$ cat src/rtl/mul_datapath_if.sv
// Operand bus, control strobes and result of the repeated-addition multiplier datapath.
// The ovf signal exists only when MUL_OVF_EN is defined.
interface mul_datapath_if #(
    parameter int WIDTH = 16,
    parameter int PW    = 16
);
    logic [WIDTH-1:0] data_in;
    logic             lda;
    logic             ldb;
    logic             decb;
    logic             clrp;
    logic             ldp;
    logic             eqz;
    logic [PW-1:0]    product;
`ifdef MUL_OVF_EN
    logic             ovf;

    modport master (output data_in, lda, ldb, decb, clrp, ldp,
                    input  eqz, product, ovf);
    modport slave  (input  data_in, lda, ldb, decb, clrp, ldp,
                    output eqz, product, ovf);
`else
    modport master (output data_in, lda, ldb, decb, clrp, ldp,
                    input  eqz, product);
    modport slave  (input  data_in, lda, ldb, decb, clrp, ldp,
                    output eqz, product);
`endif
endinterface

$ cat src/rtl/mul_datapath.sv
// Repeated-addition multiplier datapath: operand A, down-counter B, accumulator P, zero detect.
// Define MUL_OVF_EN to add the sticky accumulate-overflow flag.
module mul_datapath #(
    parameter int WIDTH = 16,
    parameter int PW    = 16
) (
    input logic           clk,
    input logic           rst_n,
    mul_datapath_if.slave bus
);
    logic [WIDTH-1:0] r_a;
    logic [WIDTH-1:0] r_b;
    logic [PW-1:0]    r_p;
    logic             w_b_zero;
    logic             w_acc_en;
    logic             w_dec_en;

    // Zero-guard: the trailing ldp/decb pulse issued after eqz rises is absorbed here.
    assign w_b_zero = (r_b == '0);
    assign w_acc_en = bus.ldp  && !w_b_zero;
    assign w_dec_en = bus.decb && !w_b_zero;

`ifdef MUL_OVF_EN
    logic [PW:0] w_sum;
    logic        r_ovf;

    assign w_sum = {1'b0, r_p} + (PW+1)'(r_a);

    always_ff @(posedge clk or negedge rst_n) begin
        if (!rst_n) begin
            r_ovf <= 1'b0;
        end else if (bus.clrp) begin
            r_ovf <= 1'b0;
        end else if (w_acc_en && w_sum[PW]) begin
            r_ovf <= 1'b1;
        end
    end

    assign bus.ovf = r_ovf;
`else
    logic [PW-1:0] w_sum;

    assign w_sum = r_p + PW'(r_a);
`endif

    always_ff @(posedge clk or negedge rst_n) begin
        if (!rst_n) begin
            r_a <= '0;
            r_b <= '0;
            r_p <= '0;
        end else begin
            if (bus.lda) begin
                r_a <= bus.data_in;
            end

            if (bus.ldb) begin
                r_b <= bus.data_in;
            end else if (w_dec_en) begin
                r_b <= r_b - WIDTH'(1);
            end

            // The adder sees A from before this edge, so lda+ldp accumulates the old operand.
            if (bus.clrp) begin
                r_p <= '0;
            end else if (w_acc_en) begin
                r_p <= w_sum[PW-1:0];
            end
        end
    end

    assign bus.eqz     = w_b_zero;
    assign bus.product = r_p;
endmodule
$ cat src/flat_wrapper.sv
// flat-port wrapper written by rule: the top's interface ports become plain ports
module mul_datapath_flat 
#(
    parameter int WIDTH = 16,
    parameter int PW    = 16
)
  (clk, rst_n, bus_data_in, bus_lda, bus_ldb, bus_decb, bus_clrp, bus_ldp, bus_eqz, bus_product);
  mul_datapath_if #(.WIDTH(WIDTH), .PW(PW)) bus_i ();
  input logic clk;
  input logic rst_n;
  input wire logic [$bits(bus_i.data_in)-1:0] bus_data_in;
  input wire logic [$bits(bus_i.lda)-1:0] bus_lda;
  input wire logic [$bits(bus_i.ldb)-1:0] bus_ldb;
  input wire logic [$bits(bus_i.decb)-1:0] bus_decb;
  input wire logic [$bits(bus_i.clrp)-1:0] bus_clrp;
  input wire logic [$bits(bus_i.ldp)-1:0] bus_ldp;
  output wire logic [$bits(bus_i.eqz)-1:0] bus_eqz;
  output wire logic [$bits(bus_i.product)-1:0] bus_product;
  assign bus_i.data_in = bus_data_in;
  assign bus_i.lda = bus_lda;
  assign bus_i.ldb = bus_ldb;
  assign bus_i.decb = bus_decb;
  assign bus_i.clrp = bus_clrp;
  assign bus_i.ldp = bus_ldp;
  assign bus_eqz = bus_i.eqz;
  assign bus_product = bus_i.product;
  mul_datapath #(.WIDTH(WIDTH), .PW(PW)) u_core (.clk(clk), .rst_n(rst_n), .bus(bus_i));
endmodule
$ cat config.mk
export PLATFORM = sky130hd
export DESIGN_NAME = mul_datapath_flat
export DESIGN_NICKNAME = d
export VERILOG_FILES = /design/src/rtl/mul_datapath_if.sv /design/src/rtl/mul_datapath.sv /design/src/flat_wrapper.sv
export SDC_FILE = /design/constraint.sdc
export NUM_CORES = 1
export LEC_CHECK = 0
export ABC_AREA = 1
export ABC_CLOCK_PERIOD_IN_PS = 2700
export CAP_MARGIN = 5
export CORE_MARGIN = 4
export CORE_UTILIZATION = 52
export DETAILED_ROUTE_END_ITERATION = 16
export MAX_ROUTING_LAYER = met4
export PLACE_DENSITY = 0.75
export SYNTH_ARGS = -nofsm -noshare
export SYNTH_HDL_FRONTEND = slang
export SYNTH_SLANG_ARGS = --single-unit
$ cat constraint.sdc
create_clock -name clk -period 2.7 [get_ports clk]
set_input_delay 0.54 -clock clk [delete_from_list [all_inputs] [get_ports clk]]
set_output_delay 0.54 -clock clk [all_outputs]
set_load 0.05 [all_outputs]
==> metrics.md, run 1 <==
| Metric | Value |
|---|---|
| Most frequent cells in the layout | nand2_1, inv_1, dfrtp_1 |
| Max cap viols | 0 |
| Clock transition at path regs | 0.09 ns |
| Slew Viols, Final | 0 |
| Commonest register cell after synthesis | dfrtp_1 |
| Root Buffer | clkbuf_8 |
| Core area | 0.00599 mm^2 |
| Startpoint Class | register |
| Min-Delay Path Class | input port to async pin |
| Largest family of logic cells by synthesized area | simple AND/OR/NAND/NOR gates |
| Relative slew slack | 0.528 |
| Max Root-Sink Buffers | 2 |
| Simple-gate share of the synthesized area | 0.344 |
| Share of cells above drive strength 1 | 0.101 |
| Lkg Pwr | 2.00 nW |
| Die Width | 87.2 um |
| Top cell type by total area after synthesis | dfrtp_1 |
| Synthesized area | 0.00326 mm^2 |
| First-pass GRT wire length | 13200 um |
| H-Tree Depth | 2 |
| WL/cell | 13.3 um |
| Final Cycle Share | 0.829 |
| Status | finished clean |
| VDD IR max | 0.364 mV |
| Final setup fails | 0 |
| Pin count of the biggest net entering global routing | 30 |
| Compound-Gate Fraction of Synth Area | 0.0418 |
| Clock sink count | 48 |
| Yosys cell types | 31 |
| Full die area | 0.00760 mm^2 |
| Drt first pass iters | 4 |
| Avg Synthesized Cell Area | 7.36 um^2 |
| P per Cell Area | 639 mW/mm^2 |
| Data required, critical path | 2.16 ns |
| Die height | 87.2 um |
| Via Count | 2872 |
| Port Buffers | 39 |
| Most common cell after layout, fill and taps aside | nand2_1 |
| Worst reg-to-reg path cell count | 11 |
| Worst reg2reg path startpoint | u_core.r_a[0]$_DFFE_PN0P_ |
| Fmax | 447 MHz |
| Worst Path Arrival | 1.70 ns |
| Post-CTS Hold Buffers | 0 |
| Sequential cell area fraction in the yosys report | 0.368 |
| Drt drc | 0 |
| Total global-route track usage | 0.224 |
| CTS tree | done |
| Post-synthesis adder-cell area fraction | 0.0713 |
| Number of synthesized flops with an enable pin | 0 |
| RSZ-0062 raised after global routing | no |
| Crit path capture type | output port |
| Post-Synth XOR/XNOR Area | 0.0430 |
| Starting DRT DRC Count | 132 |
| Synth Register Bits | 48 |
| Post-CTS Setup Bufs | 0 |
| # fillers | 520 |
| Layout area overhead | 18.1% |
| Grt ovf | 0 |
| DRT Wirelength | 7420 um |
| Fin Hold WS | 0.251 ns |
| Clk_skew | 0.00528 ns |
| CTS buffer count | 5 |
| R2r endpoint | u_core.bus.product[12]$_DFFE_PN0P_ |
| Pwr Total | 2.46 mW |
| Synth warn | 0 |
| Antenna Nets Post-Route | 0 |
| Crit path launch | u_core.r_b[0]$_DFFE_PN0P_ |
| Vias per cell | 5.13 |
| HPWL Detailed | 5880 um |
| Largest driver fanout on the critical path | 4 |
| Worst setup path class | register to output port |
| Final Core Density | 0.643 |
| Row count | 28 |
| Reg2reg setup slack | 0.86 ns |
| Hold Fails Final Rpt | 0 |
| Ant. Diodes | 0 |
| Mux share of post-synthesis cell area | 0.0518 |
| Worst-Margin Slew | 0.706 ns |
| Initial core utilization | 0.544 |
| Routability cong. | 0.894 |
| Final setup TNS | 0 ns |
| Synth top area cells | dfrtp_1, nand2_1, nand3_1 |
| Post-CTS sizing | 0 |
| IO Pins | 40 |
| Post-Syn Instances | 443 |
| Post-synthesis net count | 484 |
| Clk_lat worst skew | 0.30 ns |
| Initial antenna violation count | 0 |
| Layout Nets | 526 |
| Min Tclk post-route | 2.24 ns |
| Vias in the first global route | 2934 |
| Post-synth top area share | 0.368 |
| Asr flop ratio synth | 1.00 |
## worst max-delay path by stage
stage	cells after the start	endpoint
final	5	bus_eqz
after global routing	5	bus_eqz
after CTS	5	bus_eqz
after detailed placement	5	bus_eqz
after global placement	5	bus_eqz
after floorplan	11	u_core.bus.product[12]$_DFFE_PN0P_
## metal layers
metal	part of all wire	up-vias	global-route usage
met2	0.47	58	0.353
met1	0.46	1299	0.289
met5	0	-	-
met3	0.035	19	0.0378
met4	0.029	0	0.0851
li1	-	1496	-
## synth_stat cells (6+ instances only)
library cell and instances:
nand2_1 156, inv_1 53, dfrtp_1 48, nand3_1 47, nor2_1 25, ha_1 17, mux2_2 15, o21ai_0 11
a21oi_1 10, xor2_1 10, nor2_2 7, xnor2_1 6
## registers in the layout, summed over array words and instances, names as in the netlist
register            count
u_core.r_a             16
u_core.r_b             16
u_core.bus.product     16
## through the flow
step | cells | area [um^2] | setup WS [ns]
5_1_grt | 560 | 3850 | 0.369
3_5_place_dp | 553 | 3720 | 0.413
3_3_place_gp | 553 | 3720 | 0.458
4_1_cts | 560 | 3850 | 0.0743
2_1_floorplan | 443 | 3260 | 0.732
6_report | 560 | 3850 | 0.462
## power by group
group          switching [mW]  internal [mW]  total (mW)
combinational           0.593          0.352       0.945
clock                   0.248          0.365       0.613
sequential             0.0895          0.812       0.902
## worst max-delay path, cell delays in order (launching register included)
cell and delay (ns):
dfrtp_1 0.42, inv_1 0.12, ha_1 0.22, nand4_1 0.10, nor2_1 0.11, dlymetal6s2s_1 0.42
## logic make-up (layout without fill, tap and decap cells)
kind of cell             Yosys count  in the layout
AND/OR/NAND/NOR                  258            258
buffers and inverters             63            105
flip-flops                        48             48
AO/OA/AOI/OAI                     25             25
adder cells (fa/ha/maj)           18             18
XOR/XNOR                          16             16
multiplexers                      15             15
## area by class of cell
cell class	count	area, um^2	area share
multi-input cells	332	1800	0.468
flip-flops and latches	48	1200	0.312
repair buffers	43	418	0.109
inverters	55	208	0.0539
well taps	75	93.8	0.0244
clock buffers	5	68.8	0.0179
clock inverters	2	60.1	0.0156
(Power assumes the default switching activity.)
==> inputs of run 2 (changes only) <==
Settings changed: ABC_CLOCK_PERIOD_IN_PS 2700 to 2240.
Clock period 2.7 ns to 2.24 ns, I/O delays scaled along.
==> run 2 against run 1 <==
Net effect:
- clock power grew 20%
- critical path depth is the same
- clock-buffer cell count is the same
- sequential power grew 21%
- hold slack lost 0.17 ns
- first-iteration DRC count shrank 0.76%
- combinational power grew 22%
- cell count is the same
- register-to-register slack lost 0.45 ns
- final area grew 0.52%
- die area is the same
- critical endpoint unchanged
- largest power group unchanged
==> metrics.md, run 2 (synthesis gave the netlist of run 1 again) <==
| Metric | Value |
|---|---|
| Critical path buffers and inverters | 2 |
| Placed insts | 553 |
| Pin count of the biggest net entering global routing | 23 |
| HPWL Detailed | 5890 um |
| Full die area | 0.00760 mm^2 |
| Slew Viols, Final | 0 |
| Final Cycle Share | 0.892 |
| Drt first pass iters | 4 |
| Post-CTS Setup Bufs | 0 |
| Critical path's top delay family | flip-flops |
| Final setup fails | 0 |
| Ant. Diodes | 0 |
| Largest driver fanout on the critical path | 4 |
| Vias in the first global route | 3006 |
| WL/cell | 13.6 um |
| Worst-Margin Slew | 0.517 ns |
| Via Count | 2905 |
| Data required, critical path | 1.79 ns |
| Final Core Density | 0.646 |
| Min-Delay Path Class | input port to async pin |
| Grt ovf | 0 |
| CP cell instances | inv_1 -> ha_1 -> nand4_1 -> nor2_1 -> buf_12 |
| VDD IR max | 0.523 mV |
| Critical Path Max Stage Delay | 0.43 ns |
| Relative slew slack | 0.654 |
| Die height | 87.2 um |
| Worst path slowest cell | dfrtp_1 |
| Lkg Pwr | 1.99 nW |
| Post-CTS Hold Buffers | 0 |
| Layout area overhead | 18.7% |
| Antenna Nets Post-Route | 0 |
| Most common cell after layout, fill and taps aside | nand2_1 |
| Total global-route track usage | 0.225 |
| Clock transition at path regs | 0.09 ns |
| Row count | 28 |
| Drt drc | 0 |
| Clock sink count | 48 |
| Layout Nets | 526 |
| Most frequent cells in the layout | nand2_1, inv_1, dfrtp_1 |
| Routability cong. | 0.888 |
| First-pass GRT wire length | 13300 um |
| Crit path capture type | output port |
| Die Width | 87.2 um |
| Initial core utilization | 0.544 |
| DRT Wirelength | 7590 um |
| Status | finished clean |
| Max cap viols | 0 |
| Fmax | 500 MHz |
| P per Cell Area | 769 mW/mm^2 |
| Min Tclk post-route | 2.00 ns |
| Share of cells above drive strength 1 | 0.103 |
| H-Tree Depth | 2 |
| Hold Fails Final Rpt | 0 |
| Vias per cell | 5.19 |
| Port Buffers | 39 |
| Fin Hold WS | 0.0766 ns |
| Starting DRT DRC Count | 131 |
| CTS buffer count | 5 |
| RSZ-0062 raised after global routing | no |
| Startpoint Class | register |
| Post-Layout Cell Count | 560 |
| Worst setup path class | register to output port |
| Post-CTS sizing | 0 |
| IO Pins | 40 |
| Max Root-Sink Buffers | 2 |
| Clk_lat worst skew | 0.30 ns |
| Initial antenna violation count | 0 |
| Worst Path Arrival | 1.55 ns |
| Clk_skew | 0.00991 ns |
| CTS tree | done |
| Core area | 0.00599 mm^2 |
| Final setup TNS | 0 ns |
| Root Buffer | clkbuf_8 |
run 2: cell count changes in the layout (fill, tap and decap cells not counted), sizes merged:
cell / change
buf: +1
dlymetal6s2s: -1
run 2: final timing paths:
path,startpoint,endpoint,slack (ns),cells past startpoint
setup / recovery,u_core.r_b[0]$_DFFE_PN0P_,bus_eqz,0.24,5
hold / removal,rst_n,u_core.r_b[2]$_DFFE_PN0P_,0.08,1
setup reg to reg,u_core.r_b[0]$_DFFE_PN0P_,u_core.r_b[15]$_DFFE_PN0P_,0.41,9
hold reg to reg,u_core.bus.product[0]$_DFFE_PN0P_,u_core.bus.product[0]$_DFFE_PN0P_,0.52,2
max in group asynchronous,rst_n,u_core.r_a[10]$_DFFE_PN0P_,1.65,2
min in group clk,u_core.bus.product[0]$_DFFE_PN0P_,u_core.bus.product[0]$_DFFE_PN0P_,0.52,2
run 2: through the flow:
step	worst slack, ns	total power, mW	cell area [um^2]
6_report	0.241	2.98	3870
2_1_floorplan	0.272	1.91	3260
4_1_cts	0.230	2.99	3870
3_5_place_dp	0.179	2.25	3740
3_3_place_gp	0.206	2.22	3740
5_1_grt	0.127	3.18	3870
run 2: power by group:
group	switching (mW)	total, mW	internal [mW]
registers	0.111	1.09	0.979
clock network	0.294	0.734	0.440
logic	0.728	1.15	0.426
total	1.13	2.98	1.85
run 2: final cells by class:
| cell class | instances | area [um^2] |
|---|---|---|
| clock buffer | 5 | 68.8 |
| sequential | 48 | 1200 |
| fill | 516 | 2120 |
| timing repair buffer | 43 | 438 |
| tap | 75 | 93.8 |
| inverter | 55 | 208 |
| clock inverter | 2 | 60.1 |
| multi-input combinational | 332 | 1800 |
run 2: per-layer routing:
layer / wire, um / global-route usage / part of all wire / up-vias
met1: 3500 / 0.282 / 0.46 / 1349
met5: 0 / - / 0 / -
met4: 117 / 0.0544 / 0.015 / 0
met2: 3770 / 0.384 / 0.50 / 52
met3: 203 / 0.0322 / 0.027 / 13
li1: - / - / - / 1491
run 2: worst register-to-register path: cells and delay by family (launching register included):
kind	cells	cell delay (ns)
DFF	1	0.42
buffers and inverters	1	0.11
and+or+nand+nor	7	0.98
adders and majority gates	1	0.25
